File: src/rtl/alu_operand_stage_if.sv
// Register-file bus and ALU operand handshake bundle for alu_operand_stage.
// The master side drives the buses and consumes operands; the slave side is the stage itself.
interface alu_operand_stage_if #(
    parameter int unsigned WIDTH = 8
);
    localparam int unsigned NIB = WIDTH / 4;

    logic [WIDTH-1:0] abus_n;
    logic [WIDTH-1:0] bbus_n;
    logic             bus_valid;
    logic             bus_ready;
    logic             precharge;
    logic             clr_op2;
    logic [NIB-1:0]   nib_mask;
    logic [WIDTH-1:0] alu;
    logic [WIDTH-1:0] DV;
    logic             op_valid;
    logic             op_ready;

    modport master (
        output abus_n, bbus_n, bus_valid, clr_op2, nib_mask, op_ready,
        input  bus_ready, precharge, alu, DV, op_valid
    );

    modport slave (
        input  abus_n, bbus_n, bus_valid, clr_op2, nib_mask, op_ready,
        output bus_ready, precharge, alu, DV, op_valid
    );
endinterface

File: src/rtl/alu_operand_stage.sv
// ALU operand stage: precharge/sample/hold sequencing of the active-low abus/bbus pair,
// operand latching with per-nibble Operand2 masking, and registered per-nibble DAA hints.
module alu_operand_stage #(
    parameter  int unsigned WIDTH = 8,
    localparam int unsigned NIB   = WIDTH / 4
) (
    input  logic                CLK,
    input  logic                RES,
    alu_operand_stage_if.slave  bus,
    input  logic [WIDTH-1:0]    Aout,
    output logic [NIB-1:0]      nib_gt9,
    output logic [NIB-1:0]      nib_b30
);

    typedef enum logic [1:0] {
        ST_PRE    = 2'd0,
        ST_SAMPLE = 2'd1,
        ST_HOLD   = 2'd2
    } state_t;

    state_t           state;
    state_t           state_nx;
    logic             capture_c;
    logic [WIDTH-1:0] op2_c;
    logic [NIB-1:0]   gt9_c;
    logic [NIB-1:0]   b30_c;

    // Operand2 gating and DAA hint decode, one nibble at a time
    for (genvar k = 0; k < NIB; k++) begin : g_nib
        assign op2_c[4*k +: 4] = ~bus.bbus_n[4*k +: 4] & {4{~(bus.clr_op2 | bus.nib_mask[k])}};
        assign gt9_c[k]        = Aout[4*k+3] & (Aout[4*k+1] | Aout[4*k+2]);
        assign b30_c[k]        = Aout[4*k+3] & Aout[4*k];
    end

    // Next-state decode; bus_valid only matters in SAMPLE, op_ready only in HOLD
    always_comb begin
        state_nx  = state;
        capture_c = 1'b0;
        case (state)
            ST_PRE: begin
                state_nx = ST_SAMPLE;
            end
            ST_SAMPLE: begin
                if (bus.bus_valid) begin
                    state_nx  = ST_HOLD;
                    capture_c = 1'b1;
                end
            end
            ST_HOLD: begin
                if (bus.op_ready) begin
                    state_nx = ST_PRE;
                end
            end
            default: begin
                state_nx = ST_PRE;
            end
        endcase
    end

    // State register with handshake outputs registered from the next state
    always_ff @(posedge CLK or posedge RES) begin
        if (RES) begin
            state         <= ST_PRE;
            bus.precharge <= 1'b1;
            bus.bus_ready <= 1'b0;
            bus.op_valid  <= 1'b0;
        end else begin
            state         <= state_nx;
            bus.precharge <= (state_nx == ST_PRE);
            bus.bus_ready <= (state_nx == ST_SAMPLE);
            bus.op_valid  <= (state_nx == ST_HOLD);
        end
    end

    // Operand keepers: only a SAMPLE-state capture edge changes them
    always_ff @(posedge CLK or posedge RES) begin
        if (RES) begin
            bus.alu <= '0;
            bus.DV  <= '0;
        end else if (capture_c) begin
            bus.alu <= ~bus.abus_n;
            bus.DV  <= op2_c;
        end
    end

    always_ff @(posedge CLK or posedge RES) begin
        if (RES) begin
            nib_gt9 <= '0;
            nib_b30 <= '0;
        end else begin
            nib_gt9 <= gt9_c;
            nib_b30 <= b30_c;
        end
    end

endmodule

File: src/flat_wrapper.sv
// flat-port wrapper written by rule: the top's interface ports become plain ports
module alu_operand_stage_flat 
#(
    parameter  int unsigned WIDTH = 8,
    localparam int unsigned NIB   = WIDTH / 4
)
  (CLK, RES, Aout, nib_gt9, nib_b30, bus_abus_n, bus_bbus_n, bus_bus_valid, bus_clr_op2, bus_nib_mask, bus_op_ready, bus_bus_ready, bus_precharge, bus_alu, bus_DV, bus_op_valid);
  alu_operand_stage_if #(.WIDTH(WIDTH)) bus_i ();
  input  logic CLK;
  input  logic RES;
  input  logic [WIDTH-1:0] Aout;
  output logic [NIB-1:0] nib_gt9;
  output logic [NIB-1:0] nib_b30;
  input wire logic [$bits(bus_i.abus_n)-1:0] bus_abus_n;
  input wire logic [$bits(bus_i.bbus_n)-1:0] bus_bbus_n;
  input wire logic [$bits(bus_i.bus_valid)-1:0] bus_bus_valid;
  input wire logic [$bits(bus_i.clr_op2)-1:0] bus_clr_op2;
  input wire logic [$bits(bus_i.nib_mask)-1:0] bus_nib_mask;
  input wire logic [$bits(bus_i.op_ready)-1:0] bus_op_ready;
  output wire logic [$bits(bus_i.bus_ready)-1:0] bus_bus_ready;
  output wire logic [$bits(bus_i.precharge)-1:0] bus_precharge;
  output wire logic [$bits(bus_i.alu)-1:0] bus_alu;
  output wire logic [$bits(bus_i.DV)-1:0] bus_DV;
  output wire logic [$bits(bus_i.op_valid)-1:0] bus_op_valid;
  assign bus_i.abus_n = bus_abus_n;
  assign bus_i.bbus_n = bus_bbus_n;
  assign bus_i.bus_valid = bus_bus_valid;
  assign bus_i.clr_op2 = bus_clr_op2;
  assign bus_i.nib_mask = bus_nib_mask;
  assign bus_i.op_ready = bus_op_ready;
  assign bus_bus_ready = bus_i.bus_ready;
  assign bus_precharge = bus_i.precharge;
  assign bus_alu = bus_i.alu;
  assign bus_DV = bus_i.DV;
  assign bus_op_valid = bus_i.op_valid;
  alu_operand_stage #(.WIDTH(WIDTH)) u_core (.CLK(CLK), .RES(RES), .bus(bus_i), .Aout(Aout), .nib_gt9(nib_gt9), .nib_b30(nib_b30));
endmodule
File: config.mk
export PLATFORM = sky130hd
export DESIGN_NAME = alu_operand_stage_flat
export DESIGN_NICKNAME = d
export VERILOG_FILES = /design/src/rtl/alu_operand_stage_if.sv /design/src/rtl/alu_operand_stage.sv /design/src/flat_wrapper.sv
export SDC_FILE = /design/constraint.sdc
export NUM_CORES = 1
export LEC_CHECK = 0
export CAP_MARGIN = 40
export CORE_AREA = 2 2 53 55
export CTS_CLUSTER_DIAMETER = 150
export DETAILED_ROUTE_END_ITERATION = 8
export DIE_AREA = 0 0 55 57
export PLACE_DENSITY = 0.86
export SYNTH_ARGS = -nofsm -noshare
export SYNTH_HDL_FRONTEND = slang
export SYNTH_SLANG_ARGS = --single-unit
File: constraint.sdc
create_clock -name CLK -period 2.4 [get_ports CLK]
set_clock_uncertainty 0.1 [all_clocks]
set_input_delay 0.24 -clock CLK [delete_from_list [all_inputs] [get_ports CLK]]
set_output_delay 0.24 -clock CLK [all_outputs]
set_load 0.02 [all_outputs]
==> metrics.txt <==
Syn-to-layout area delta=58.9%; I/O pin count=54; clk buf depth=2; Rel. slew slack=75.2%; Cell Rows=19; initial DRC count=7; Via density=4.64; hold_buf cts=0; Pwr Total=1.64 mW; crit share post-route=73.6%; CTS tree=done; mean post-synth cell area=13.6 µm²; WHS=167 ps; initial core utilization=37.4%; Pre-Repair DR Iteration Count=2; WL final=1.90 mm; PD cells=1050 nW/µm²; Critical Path, Cell by Cell=clkdlybuf4s50_1; dpl cell area=1530 µm²; chip height=57 µm; Routed Antenna Nets=0; GRT Total Usage=13.8%; Post-CTS Setup Bufs=0; layout cell share with drive strength beyond 1=10.9%; global-route wire length before repair=3.21 mm; Sink Count=25; most frequent cells in the layout=clkdlybuf4s50_1 (53), dfrtp_1 (24), inv_1 (9); post-DR wirelength/cell=11.9 µm; Fill cells=234; Static Leak=0.702 nW; CTS-repair resized insts=0; Tmin final=1770 ps; Synth Net Count=103; root buf cell=clkbuf_4; slowest stage delay, CP=590 ps; crit-path max FO=1; Skew-Pair Late Insertion Delay=300 ps; Final Hold Fails=0; initial antenna violation count=0; H-Tree Depth=1; maximum VDD drop=667 µV; Worst EP arrival=1430 ps; Seq/Total Area, Yosys=64.1%; FF+latch count, synth=25; Yosys cell types=16; NumNets Final=160; Final HPWL DP=1.56 mm; Setup TNS=0 ps; die width=55 µm; Final Max Tran Viols=0; final instance area=1550 µm²; Startpoint Class=register; RSZ-0062 raised after global routing=no; critical path type=register to output port; most common cell after layout, fill and taps aside=clkdlybuf4s50_1; Slew @ Worst Pin=372 ps; Buffers & Inverters on Critical Path=1; GRT Residual Overflow=0; final setup violating endpoints=0; Synth Warn #=0; Critical Path RT=2060 ps; f_max=0.566 GHz; Synth Cell Area=977 µm²; Hold Path Class=input port to async pin; crit path max-delay cell type=clkdlybuf4s50_1; Post-Synthesis Cells=72; Largest delay share family, worst path=buffers and inverters; CP endpoint kind=output port; largest net degree at the start of global routing=26; Residual DRC=0; status=finished, final reports clean; number of global-route vias before repair=774; ant diodes=0; Die Footprint=3140 µm²; PortBufs=53; gpl congestion=0.681; vias=738; CTS clk-pin slew, worst paths=130 ps; Core ar.=2620 µm²; CTS buffer count=3; max-cap viol count=0
==> cells by family after synthesis <==
group | Yosys count | synth area share, %
DFF | 25 | 64.1
muxes | 16 | 17.4
and+or+nand+nor | 13 | 7.30
buffers and inverters | 12 | 7.04
AOI/OAI and AO/OA | 6 | 4.10
==> routing by layer <==
metal  vias up  wire [µm]  track usage, %
met4         0          0            3.83
met5         -          0               0
met2        32       1020            24.8
li1        352          -               -
met3         0        177            3.66
met1       354        705            15.5
==> sequential cells by signal (all words and copies together) (netlist names) <==
signal and flops:
u_core.bus.op_valid 1, u_core.nib_b30 2, u_core.bus.alu 8, u_core.bus.DV 8
u_core.nib_gt9 2, u_core.state 2, u_core.bus.bus_ready 1, u_core.bus.precharge 1
==> per-stage QoR <==
| stage | utilization [%] | std cells | worst slack, ps |
|---|---|---|---|
| floorplan | - | 72 | 1100 |
| global placement | 58.4 | 155 | 634 |
| detailed placement | 58.4 | 155 | 556 |
| CTS | 59.4 | 159 | 624 |
| global route | 59.4 | 159 | 579 |
| finish | 59.4 | 159 | 634 |
==> cells in the mapped netlist <==
master	instances	share of area [%]
inv_1	9	3.5
buf_12	1	2.0
dfrtp_1	24	61
o21a_1	2	1.5
dfstp_2	1	2.7
nor3_1	8	4.1
mux2_2	8	9.2
a21o_1	2	1.5
buf_1	1	0.38
a21oi_1	2	1.0
and3b_1	1	0.90
nor2_1	1	0.38
mux2i_1	8	8.2
nor2b_1	1	0.64
buf_6	1	1.2
and2_1	2	1.3
==> power breakdown <==
group / total (mW) / internal [mW] / switching, mW
Sequential: 0.675 / 0.587 / 0.0887
Clock: 0.178 / 0.0647 / 0.113
Combinational: 0.784 / 0.418 / 0.366
Total: 1.64 / 1.07 / 0.568
==> cell type report <==
| type | instances | area (µm²) | area share (%) |
|---|---|---|---|
| Multi-Input combinational cell | 35 | 282 | 18.1 |
| Sequential cell | 25 | 627 | 40.4 |
| Timing Repair Buffer | 55 | 546 | 35.1 |
| Clock buffer | 4 | 26.3 | 1.69 |
| Tap cell | 31 | 38.8 | 2.50 |
| Inverter | 9 | 33.8 | 2.18 |
==> worst paths after layout <==
| path | from | end | slack [ps] | depth (start not counted) |
|---|---|---|---|---|
| min | RES | u_core.bus.alu[7] | 170 | 3 |
| max reg2reg | u_core.state[1] | u_core.bus.alu[6] | 820 | 3 |
| min in group CLK | bus_abus_n[3] | u_core.bus.alu[3] | 370 | 2 |
| min reg2reg | u_core.state[0] | u_core.state[0] | 400 | 1 |
| max | u_core.bus.precharge | bus_precharge | 630 | 1 |
| max in group asynchronous | RES | u_core.bus.precharge | 1750 | 3 |
No activity file was read; power rests on OpenSTA's default activity.
